--- src/rtl/hs4_rx_fifo.sv ---
// hs4_rx_fifo: receive stage for a 4-phase bundled-data handshake.
// The request is synchronised into the clk domain. A two-state FSM captures
// one token per handshake into a small first-word-fall-through FIFO, and the
// buffered tokens are offered to clocked logic over a valid/ready interface.

module hs4_rx_fifo #(
    parameter int DW          = 8,
    parameter int DEPTH       = 4,
    parameter int SYNC_STAGES = 2
) (
    input  logic                         clk,
    input  logic                         rst_n,
    input  logic                         req_in,
    input  logic [DW-1:0]                data_in,
    output logic                         ack_out,
    output logic [DW-1:0]                dout,
    output logic                         dout_valid,
    input  logic                         dout_ready,
    output logic [$clog2(DEPTH+1)-1:0]   count,
    output logic                         full
);

    localparam int AW = $clog2(DEPTH);
    localparam int CW = $clog2(DEPTH+1);

    typedef enum logic {
        IDLE  = 1'b0,
        ACKED = 1'b1
    } state_t;

    state_t                 state;
    logic [SYNC_STAGES-1:0] sync_q;
    logic                   req_s;
    logic [DW-1:0]          mem [DEPTH];
    logic [AW-1:0]          wr_ptr;
    logic [AW-1:0]          rd_ptr;
    logic                   push;
    logic                   pop;
    logic [CW-1:0]          count_next;

    assign req_s      = sync_q[SYNC_STAGES-1];
    assign dout_valid = (count != '0);
    assign dout       = mem[rd_ptr];
    assign pop        = dout_valid & dout_ready;
    // The registered full flag gates the write, so a pop on a stalled cycle
    // only frees the slot for the following edge.
    assign push       = (state == IDLE) & req_s & ~full;

    // Occupancy moves only when exactly one of push/pop happens
    always_comb begin
        count_next = count;
        unique case ({push, pop})
            2'b10:   count_next = count + CW'(1);
            2'b01:   count_next = count - CW'(1);
            default: count_next = count;
        endcase
    end

    // Multi-flop synchroniser for the asynchronous request
    always_ff @(posedge clk or negedge rst_n) begin
        if (!rst_n) begin
            sync_q <= '0;
        end else begin
            sync_q <= {sync_q[SYNC_STAGES-2:0], req_in};
        end
    end

    // Handshake FSM; ack_out is registered and tracks the ACKED state
    always_ff @(posedge clk or negedge rst_n) begin
        if (!rst_n) begin
            state   <= IDLE;
            ack_out <= 1'b0;
        end else begin
            unique case (state)
                IDLE: begin
                    if (push) begin
                        state   <= ACKED;
                        ack_out <= 1'b1;
                    end
                end
                ACKED: begin
                    if (!req_s) begin
                        state   <= IDLE;
                        ack_out <= 1'b0;
                    end
                end
                default: begin
                    state   <= IDLE;
                    ack_out <= 1'b0;
                end
            endcase
        end
    end

    // Token storage; contents are don't-care until written, so no reset
    always_ff @(posedge clk) begin
        if (push) begin
            mem[wr_ptr] <= data_in;
        end
    end

    // Pointers wrap naturally because DEPTH is a power of two
    always_ff @(posedge clk or negedge rst_n) begin
        if (!rst_n) begin
            wr_ptr <= '0;
            rd_ptr <= '0;
        end else begin
            if (push) begin
                wr_ptr <= wr_ptr + AW'(1);
            end
            if (pop) begin
                rd_ptr <= rd_ptr + AW'(1);
            end
        end
    end

    // Occupancy counter with a registered full flag
    always_ff @(posedge clk or negedge rst_n) begin
        if (!rst_n) begin
            count <= '0;
            full  <= 1'b0;
        end else begin
            count <= count_next;
            full  <= (count_next == CW'(DEPTH));
        end
    end

endmodule

--- config.mk ---
export PLATFORM = sky130hd
export DESIGN_NAME = hs4_rx_fifo
export DESIGN_NICKNAME = d
export VERILOG_FILES = /design/src/rtl/hs4_rx_fifo.sv
export SDC_FILE = /design/constraint.sdc
export NUM_CORES = 1
export LEC_CHECK = 0
export CORE_ASPECT_RATIO = 1.2
export CORE_UTILIZATION = 60
export DETAILED_ROUTE_END_ITERATION = 10
export DONT_BUFFER_PORTS = 1
export PLACE_DENSITY = 0.76
export SLEW_MARGIN = 20
export SYNTH_ARGS = -nofsm -noshare
export SYNTH_HDL_FRONTEND = slang
export SYNTH_SLANG_ARGS = --single-unit
--- constraint.sdc ---
create_clock -name clk -period 4.4 [get_ports clk]
set_clock_uncertainty 0.05 [all_clocks]
set_input_delay 0.66 -clock clk [delete_from_list [all_inputs] [get_ports clk]]
set_output_delay 0.66 -clock clk [all_outputs]
set_load 0.02 [all_outputs]
Word level (Yosys, flattened, before mapping)
Memories as Yosys holds them, arrays and structs flattened.
Index checks and enable logic that the tools add are counted.
W data, S select, Z words.

word-level totals
  register bits = 12
  bits in writable memories = 32
  input port bits = 12
  output and inout port bits = 14
  logic and storage cells = 32
  memories = 1

memories
  name  words  bits a word  rd ports  clocked after Yosys merged registers in  wr ports  RTL line  text
  mem   4      8            1         0                                        1         34        logic [DW-1:0] mem [DEPTH];

operators by class
  add/subtract/negate cells = 4
  equality and inequality tests = 5
  muxes and demuxes = 8
  bitwise logic cells = 5
  reduce and logical (&&, ||, !) cells = 2

operator list
  operator               count
  $pmux W3 S2            1
  $mux W1                5
  $add A2 B1 Y2 const B  2
  $ne A2 B2 Y1 const B   2
  $pmux W1 S2            2
  $add A3 B1 Y3 const B  1
  $and A1 B1 Y1          3
  $eq A3 B3 Y1 const B   1
  $reduce_bool A3 Y1     1
  $sub A3 B1 Y3 const B  1
  $eq A2 B1 Y1 const B   1
  $eq A2 B2 Y1 const B   1
  $not A1 Y1             2
  $reduce_and A2 Y1      1

Longest topological paths before layout
Gate-level depths: netlist (run 1).

  depth in word-level cells = 6
  depth in mapped cells = 8
  gate-level depth less buffers = 8

Worst setup path after synthesis (run 1)
Ideal clock, no wire load.

  path kind = input to register
  start point = in dout_ready
  end point = reg full
  library setup time = 0.087 ns
  arrival = 2.103 ns
  required time = 4.263 ns
  setup slack = 2.160 ns
  stages on the path = 7
  buffers on the path = 0
  cell sequence = o31a_1 -> ha_1 -> inv_1 -> fa_1 -> xor2_1 -> or3_4 -> a211oi_2

between the ends
  word-level cells in the longest chain between the ends = 4
  elaborated cells between the ends (all ways) = 5
  classes of those cells = eq/ne (3); mux (1); bitwise (1)

ends and longest elaborated chain
  item                                                 RTL line  text
  from (decl)                                          18        input logic dout_ready,
  $and A1 B1 Y1 (*)                                    44        assign pop = dout_valid & dout_ready;
  $eq A2 B1 Y1 / $eq A2 B2 Y1 (equally long branches)  52        unique case ({push, pop})
  $pmux W3 S2 (*)                                      52
  $eq A3 B3 Y1 (*)                                     124       full <= (count_next == CW'(DEPTH));
  to (signal assigned)                                 124
  to (decl)                                            20        output logic full

Every way passes the cells marked *; elsewhere a longest branch is shown, timed or not.
A chain may end at the register's enable or synchronous reset.

Worst setup path in the final report (run 1)
  start point = reg rd_ptr[0]
  end point = out dout[5]

between the ends
  word-level cells in the longest chain between the ends = 1

ends and longest elaborated chain
  item                    RTL line  text
  from (decl)             36        logic [AW-1:0] rd_ptr;
  from (signal assigned)  112       rd_ptr <= rd_ptr + AW'(1);
  $mem_v2 Z4 W8           --
  to (decl)               16        output logic [DW-1:0] dout,

No other way between the ends.

==> results of run 1 <==
## cell usage after synthesis (all sizes together)
| library cell | number | area (µm²) |
|---|---|---|
| ha | 5 | 62.56 |
| inv | 7 | 26.28 |
| xnor2 | 3 | 26.28 |
| a211oi | 1 | 12.51 |
| or3 | 2 | 17.52 |
| o21bai | 1 | 7.510 |
| dfrtp | 12 | 300.3 |
| o31a | 1 | 8.760 |
| clkbuf | 1 | 3.750 |
| a22o | 1 | 8.760 |
| xor2 | 2 | 17.52 |
| mux2i | 1 | 10.01 |
| a21boi | 1 | 7.510 |
| nand2 | 3 | 11.26 |
| nor3b | 1 | 12.51 |
| fa | 1 | 20.02 |
| mux4 | 8 | 180.2 |
| edfxtp | 32 | 960.9 |
| buf | 1 | 5.000 |
| o21ai | 2 | 10.00 |
| and2 | 4 | 25.02 |
## cell type report
class,count,area (µm²)
Multi-Input combinational cell,37,437.9
Fill cell,195,932.1
Inverter,7,26.28
Sequential cell,44,1261
Tap cell,34,42.54
Timing Repair Buffer,1,10.01
Clock buffer,8,48.80
## cells by family after synthesis
logic type	Yosys count	share of synthesized area, %
AOI/OAI and AO/OA	7	3.174
and+or+nand+nor	10	3.824
xor gates and xnor gates	5	2.526
adders and majority gates	6	4.762
buffers and inverters	9	2.020
muxes	9	10.97
DFF	44	72.73
## registers in the layout, indices dropped and copies added (netlist names)
register,count
mem,32
wr_ptr,2
ack_out,1
state,1
full,1
count,3
rd_ptr,2
sync_q,2
## worst register-to-register path, cell delays in order, from the launching register on
cell and delay (ps):
dfrtp_1 550, o31a_1 280, ha_1 210, inv_1 60, fa_1 370, xor2_1 170, or3_4 340, a211oi_2 220
## metal layers
metal  vias to the layer above  wire (µm)
met1                       377        892
met3                         4        177
met2                        30       1294
li1                        348          -
met5                         -          0
met4                         0         51
## power breakdown
part	internal [mW]	leakage, nW	switching, mW
sequential	0.518	0.433	0.106
clock	0.0638	0.0265	0.109
combinational	0.140	0.197	0.176
## timing repair
action | in CTS | in global routing
hold endpoints to repair | 12 | 0
hold buffers | 1 | 0
resized for setup | 0 | 0
## how the worst max path moves through the flow
stage	from	endpoint	depth (start not counted)	slack, ps
5_1_grt	rd_ptr[0]	dout[5]	1	1820
6_report	rd_ptr[0]	dout[5]	1	1930
3_5_place_dp	dout_ready	full	7	2050
3_3_place_gp	dout_ready	full	7	2130
2_1_floorplan	dout_ready	full	7	2160
4_1_cts	rd_ptr[0]	dout[5]	1	1870
==> summary.txt, run 1 <==
Run status
  – Status: complete, no violations

Final layout
  – Post-layout util: between 60 and 70%
  – Fin cells: 131
  – Share of cells above drive strength 1: 16.49%
  – Most frequent cells in the layout: edfxtp_1, dfrtp_1, mux4_2, inv_1
  – Antenna cell count: 0
  – Design Area, Final: approximately 1800 µm²
  – P&R area growth vs syn: 5.339%
  – Nets: ~110
  – Commonest non-fill, non-tap cell in the layout: edfxtp_1

Routing
  – WL/cell: approximately 18 µm
  – Via/cell ratio: between 5 and 6
  – DRT iter0 DRCs: 15
  – Initial DRT Pass Iterations: 4
  – Routed Antenna Nets: 0
  – Final wirelength: 2415 µm
  – DRC viols: 0
  – Vias: ~760

Setup path
  – Reg2reg path depth: 7
  – Worst path required time: between 3000 and 4000 ps
  – Critical path buffers and inverters: 0
  – Critical Path Source Type: flip-flop
  – CP top delay family: flip-flops
  – FF-to-FF setup slack: about 2100 ps
  – CP Cell Sequence: mux4_2
  – Setup CP Type: flip-flop to output pin
  – Critical path's slowest cell: dfrtp_1
  – Critical Path AT: between 1500 and 2000 ps
  – CP Max Fanout: 10
  – Worst r2r src: count[0]
  – CP peak stage delay: approximately 760 ps
  – RR Endpoint: full
  – CP Capture Type: output pin

Global route
  – GR Util met3: under 10%
  – GRT busiest layer: met2
  – Initial antenna violation count: 0
  – GR Util met1: 19.12%
  – Vias in the first global route: approximately 780
  – First-pass GRT wire length: roughly 3800 µm
  – Grt ovf: 0
  – Largest net degree at the start of global routing: 13
  – M2 GR Usage: 31.95%
  – GR Util All Layers: 18.53%

Die
  – Die Area: 3110 µm²
  – Row cnt: 21
  – Die X: 51.08 µm
  – Core area: 2759 µm²
  – Initial Util: between 60 and 70%
  – Die H: around 61 µm
  – I/O pins: 26

Hold path
  – Worst min path class: primary input to flip-flop
  – Hold endpoint: sync_q[0]
  – Hold Path Origin: req_in
  – Hold path depth: 0

Logic synthesis
  – Register area share after synthesis: between 70 and 80%
  – Syn. warnings: 0
  – Post-Syn Instances: 90
  – Yosys cell types: 23
  – FF+latch count, synth: 44
  – Synthesized cell area: approximately 1700 µm²
  – Post-synthesis net count: 108
  – Syn Area/Cell: 19.27 µm²

Timing
  – WHS: between 200 and 300 ps
  – RSZ-0062 raised after global routing: false
  – Endpoints failing hold: 0
  – Worst slew pin tran: ~620 ps
  – Setup TNS: 0 ps
  – Final number of setup-violating endpoints: 0
  – Final min period: about 2500 ps
  – Slew margin rel.: between 50% and 60%
  – Max frequency: approximately 400 MHz
  – Fin crit share: a little under three fifths
  – Max Transition Viols Final: 0
  – Setup ws final: around 1900 ps

Placed design
  – Area post-placement: between 1500 and 2000 µm²
  – DP Cell Count: 122
  – Final HPWL DP: approximately 1700 µm
  – Number of port buffers: 0
  – GPL Wtd Cong: between 0.6 and 0.7
  – Dpl ws: slightly above 2000 ps

Clocking
  – Clock Sinks: between 40 and 50
  – CTS tree: built
  – H-Tree Depth: 2
  – Post-CTS Setup Inserts: 0
  – TritonCTS buffer count: 5
  – Clk_lat worst skew: about 330 ps
  – Max Root-Sink Buffers: 2
  – Clock root cell: clkbuf_4
  – Clock-pin transition on the worst setup and hold timing paths: roughly 110 ps

Power
  – Pwr per Cell Area: 609.4 nW/µm²
  – Worst vdd ir: around 0.48 mV
  – Leak: between 0.6 and 0.7 nW
  – Tot Pwr: 1.113 mW

Run
  – Max-cap viol count: 0
Power figures use the tool's default switching activity.
==> run 2, diff against run 1 <==
==> constraint.sdc (replaced) <==
create_clock -name clk -period 2.4 [get_ports clk]
set_clock_uncertainty 0.05 [all_clocks]
set_input_delay 0.36 -clock clk [delete_from_list [all_inputs] [get_ports clk]]
set_output_delay 0.36 -clock clk [all_outputs]
set_load 0.02 [all_outputs]
==> run 2 against run 1 <==
Against the previous run:
- worst setup slack lost 1700 ps
- final cell count grew 4.6%
- utilization grew 2.1 points
- combinational power grew 120%
- largest power group unchanged
- register-to-register slack lost 1800 ps
- critical path depth is the same
- sequential power grew 74%
- flip-flop and latch count is the same
- non-clock buffer count grew 6
- via count grew 2.9%
- final area grew 3.2%
- count of clock-buffer cells in the layout is the same
==> summary.txt, run 2 (synthesized netlist as in run 1, its figures left out) <==
Setup path
  – CP Cell Sequence: mux4_2
  – Critical path buffers and inverters: 0
  – Critical Path Source Type: flip-flop
  – FF-to-FF setup slack: about 300 ps
  – CP top delay family: flip-flops
  – Setup CP Type: flip-flop to output pin
  – CP Capture Type: output pin
  – CP peak stage delay: 730 ps
  – Reg2reg path depth: 8
  – Critical path's slowest cell: dfrtp_1
  – Worst r2r src: sync_q[1]
  – Worst path required time: 1990 ps
  – RR Endpoint: full
  – CP Max Fanout: 10
  – Critical Path AT: about 1700 ps

Global route
  – Grt ovf: 0
  – Largest net degree at the start of global routing: 13
  – Initial antenna violation count: 0
  – First-pass GRT wire length: around 3800 µm
  – Vias in the first global route: 789
  – GR Util All Layers: between 10% and 20%

Hold path
  – Hold path depth: 0
  – Hold endpoint: mem[1][1]
  – Hold Path Origin: data_in[1]
  – Worst min path class: primary input to flip-flop

Die
  – Row cnt: 21
  – Die Area: roughly 3100 µm²
  – I/O pins: 26
  – Core area: about 2800 µm²
  – Die X: 51.08 µm
  – Die H: around 61 µm
  – Initial Util: about 63%

Timing
  – Final min period: about 2100 ps
  – Max frequency: around 470 MHz
  – Worst slew pin tran: about 590 ps
  – Setup ws final: 252.8 ps
  – Slew margin rel.: between 60% and 70%
  – Fin crit share: between 80% and 90%
  – RSZ-0062 raised after global routing: false
  – Max Transition Viols Final: 0
  – Endpoints failing hold: 0
  – Final number of setup-violating endpoints: 0
  – Setup TNS: 0 ps

Final layout
  – Share of cells above drive strength 1: about a fifth
  – P&R area growth vs syn: 8.658%
  – Reg with most FFs: mem
  – Area of the multi-input gates: between 400 and 500 µm²
  – Nets: 120
  – Commonest non-fill, non-tap cell in the layout: edfxtp_1
  – Antenna cell count: 0
  – Top flop regs: mem x32, count x3
  – Most frequent cells in the layout: edfxtp_1, dfrtp_1, mux4_2, inv_1
  – Max reg flops: 32
  – FF+latch area: between 1000 and 1500 µm²
  – Fillers: 185

Clocking
  – H-Tree Depth: 2
  – Post-CTS Setup Inserts: 0
  – Post-CTS Hold Fix Bufs: 2
  – TritonCTS buffer count: 5
  – Clock-pin transition on the worst setup and hold timing paths: about 110 ps
  – Post_cts resized: 0
  – Clock Sinks: between 40 and 50
  – Clock root cell: clkbuf_4
  – CTS tree: built
  – Clk_lat worst skew: between 300 and 400 ps
  – Max Root-Sink Buffers: 2

Routing
  – Via/cell ratio: roughly 5.7
  – DRT iter0 DRCs: 22
  – WL/cell: 17.49 µm
  – Routed Antenna Nets: 0
  – Initial DRT Pass Iterations: 4
  – Vias: approximately 780
  – Final wirelength: ~2400 µm
  – DRC viols: 0

Placed design
  – Final HPWL DP: roughly 1700 µm
  – GPL Wtd Cong: ~0.73
  – Dpl ws: just over 300 ps
  – Number of port buffers: 0

Power
  – Worst vdd ir: approximately 1.0 mV
  – Pwr per Cell Area: about 1100 nW/µm²
  – Leak: ~0.69 nW

Run status
  – Status: complete, no violations

Run
  – Max-cap viol count: 0
-- run 2: changes by cell type in the layout (fill, tap and decap cells not counted) --
cell           change
clkbuf_8           +1
dlygate4sd3_1      +1
clkbuf_1           -1
buf_4              +5
-- run 2: where the power goes --
group	total (mW)	switching, mW	internal, mW
clock	0.349	0.204	0.145
sequential	1.09	0.134	0.951
combinational	0.682	0.387	0.295
total	2.12	0.726	1.39
-- run 2: layer usage --
metal	share of wire [%]	vias up	wire length [µm]	track usage [%]
met2	54	30	1285	32.71
li1	-	359	-	-
met5	0	-	0	0
met1	37	387	888	18.63
met3	6.9	5	166	7.519
met4	2.3	0	55	10.71
-- run 2: metrics by stage --
step / hold slack, ps / utilization [%] / total power, mW / instances / area, µm²
floorplan: 14.41 / - / 1.636 / 90 / 1734
global placement: 14.69 / 65.44 / 1.758 / 127 / 1805
detailed placement: 14.66 / 65.44 / 1.791 / 127 / 1805
CTS: 37.69 / 68.30 / 2.143 / 137 / 1884
global route: 33.78 / 68.30 / 2.230 / 137 / 1884
finish: 54.33 / 68.30 / 2.117 / 137 / 1884
-- run 2: worst max path at each step --
stage / slack (ps) / startpoint / to / depth (start not counted)
global route: 150 / rd_ptr[0] / dout[4] / 1
detailed placement: 310 / sync_q[1] / full / 8
global placement: 370 / sync_q[1] / full / 8
finish: 250 / rd_ptr[0] / dout[1] / 1
floorplan: 270 / count[0] / full / 7
CTS: 210 / rd_ptr[0] / dout[4] / 1
-- run 2: layout make-up --
class,count,share of cell area [%]
Sequential cell,44,66.93
Multi-Input combinational cell,37,23.24
Clock buffer,8,3.121
Timing Repair Buffer,7,3.054
Tap cell,34,2.258
Inverter,7,1.394
==> run 3, diff against run 2 <==
--- a/config.mk
+++ b/config.mk
@@ -5,7 +5,7 @@
 export SDC_FILE = /design/constraint.sdc
 export NUM_CORES = 1
 export LEC_CHECK = 0
-export CORE_ASPECT_RATIO = 1.2
+export CORE_ASPECT_RATIO = 0.75
 export CORE_UTILIZATION = 60
 export DETAILED_ROUTE_END_ITERATION = 10
 export DONT_BUFFER_PORTS = 1
==> run 3 against run 2 <==
Against the previous run:
- final area up 0.93%
- utilization up 2.6 points
- sequential share of layout area down 0.62 points
- largest power group unchanged
==> summary.txt, run 3 (synthesized netlist as in run 1, its figures left out) <==
Timing
  – Final number of setup-violating endpoints: 0
  – WHS: between 40 and 50 ps
  – Slew margin rel.: between 50% and 60%
  – RSZ-0062 raised after global routing: false
  – Endpoints failing hold: 0
  – Fin crit share: approximately nine tenths
  – Setup ws final: 280.9 ps
  – Max frequency: roughly 470 MHz
  – Max Transition Viols Final: 0
  – Setup TNS: 0 ps
  – Final min period: about 2100 ps
  – Worst slew pin tran: 609.3 ps

Global route
  – Largest net degree at the start of global routing: 14
  – GR Util All Layers: roughly a fifth
  – Grt ovf: 0
  – First-pass GRT wire length: approximately 4300 µm
  – Vias in the first global route: 859
  – Initial antenna violation count: 0

Final layout
  – Design Area, Final: 1902 µm²
  – Top flop regs: mem x32, count x3
  – Antenna cell count: 0
  – Fin cells: between 100 and 150
  – P&R area growth vs syn: 9.668%
  – Most frequent cells in the layout: edfxtp_1, dfrtp_1, mux4_2, inv_1
  – Max reg flops: 32
  – Nets: between 100 and 150
  – Post-layout util: 70.90%
  – Share of cells above drive strength 1: a little over a fifth
  – Commonest non-fill, non-tap cell in the layout: edfxtp_1
  – Reg with most FFs: mem

Hold path
  – Hold endpoint: sync_q[0]
  – Worst min path class: primary input to flip-flop
  – Hold Path Origin: req_in
  – Hold path depth: 0

Placed design
  – GPL Wtd Cong: 0.7527
  – Final HPWL DP: around 1800 µm
  – Area post-placement: 1808 µm²
  – Dpl ws: about 350 ps
  – DP Cell Count: between 100 and 150
  – Number of port buffers: 0

Clocking
  – Clk_lat worst skew: 300 ps
  – CTS tree: built
  – H-Tree Depth: 2
  – Clock Sinks: between 40 and 50
  – Max Root-Sink Buffers: 2
  – Post-CTS Setup Inserts: 0
  – Clock root cell: clkbuf_8
  – Clock-pin transition on the worst setup and hold timing paths: 80 ps
  – Post_cts resized: 0
  – TritonCTS buffer count: 5

Die
  – Die X: roughly 64 µm
  – Row cnt: 16
  – Initial Util: 64.65%
  – I/O pins: 26
  – Die H: between 40 and 50 µm
  – Die Area: 3112 µm²
  – Core area: about 2700 µm²

Setup path
  – CP Capture Type: output pin
  – FF-to-FF setup slack: between 300 and 400 ps
  – CP top delay family: flip-flops
  – Critical Path AT: around 1700 ps
  – CP Max Fanout: 10
  – Reg2reg path depth: 8
  – Setup CP Type: flip-flop to output pin
  – Critical Path Source Type: flip-flop
  – CP peak stage delay: 740 ps
  – Worst path required time: approximately 2000 ps
  – Crit path depth: 1
  – RR Endpoint: full
  – Worst r2r src: sync_q[1]
  – Critical path's slowest cell: dfrtp_1
  – CP Cell Sequence: mux4_2
  – Critical path buffers and inverters: 0

Power
  – Tot Pwr: between 2 and 2.5 mW
  – Switching share of power: about a third
  – Net Sw Power: 765.3 µW
  – Pwr per Cell Area: about 1200 nW/µm²
  – Clk network pwr share: slightly below 20%
  – Leak: roughly 0.69 nW
  – Worst vdd ir: 0.6672 mV
  – Internal: 1.450 mW
  – Seq pwr share: 48.9%
  – Comb pwr share: approximately a third

Routing
  – DRT iter0 DRCs: 47
  – DRC viols: 0
  – WL/cell: 18.60 µm
  – Vias: approximately 770
  – Via/cell ratio: about 5.6
  – Initial DRT Pass Iterations: 4
  – Final wirelength: between 2000 and 3000 µm
  – Routed Antenna Nets: 0

Run status
  – Status: complete, no violations

Run
  – Max-cap viol count: 0
[run 3: changes by cell type in the layout (fill, tap and decap cells not counted), sizes merged]
cell         change
clkbuf           -2
clkinv           +1
clkinvlp         +1
dlygate4sd3      -1
[run 3: worst max-delay path by stage]
| stage | start | end |
|---|---|---|
| global placement | sync_q[1] | full |
| finish | rd_ptr[0] | dout[6] |
| CTS | rd_ptr[0] | dout[2] |
| floorplan | count[0] | full |
| detailed placement | sync_q[1] | full |
| global route | rd_ptr[0] | dout[6] |
[run 3: power by group through the flow]
stage / Combinational (mW) / Sequential, mW / Clock (mW)
after floorplan: 0.575 / 1.06 / 0
after global placement: 0.668 / 1.09 / 0
after detailed placement: 0.690 / 1.10 / 0
after CTS: 0.701 / 1.09 / 0.443
after global routing: 0.755 / 1.11 / 0.470
final: 0.696 / 1.08 / 0.436
[run 3: timing repair]
action,in CTS,in global routing
hold buffers,1,0
endpoints found under the hold margin,12,0
endpoints found under the setup margin,0,0
[run 3: layer usage]
metal	part of all wire [%]	vias up	global-route usage, %
met5	0	-	0
met4	2.1	0	10.23
met3	5.0	7	7.311
met2	48	15	31.56
met1	45	388	25.72
li1	-	361	-
[run 3: area by class of cell]
type,count,area (µm²)
Multi-Input combinational cell,37,437.9
Inverter,7,26.28
Clock buffer,6,72.57
Clock inverter,2,11.26
Sequential cell,44,1261
Timing Repair Buffer,6,47.55
Fill cell,179,780.7
Tap cell,36,45.04
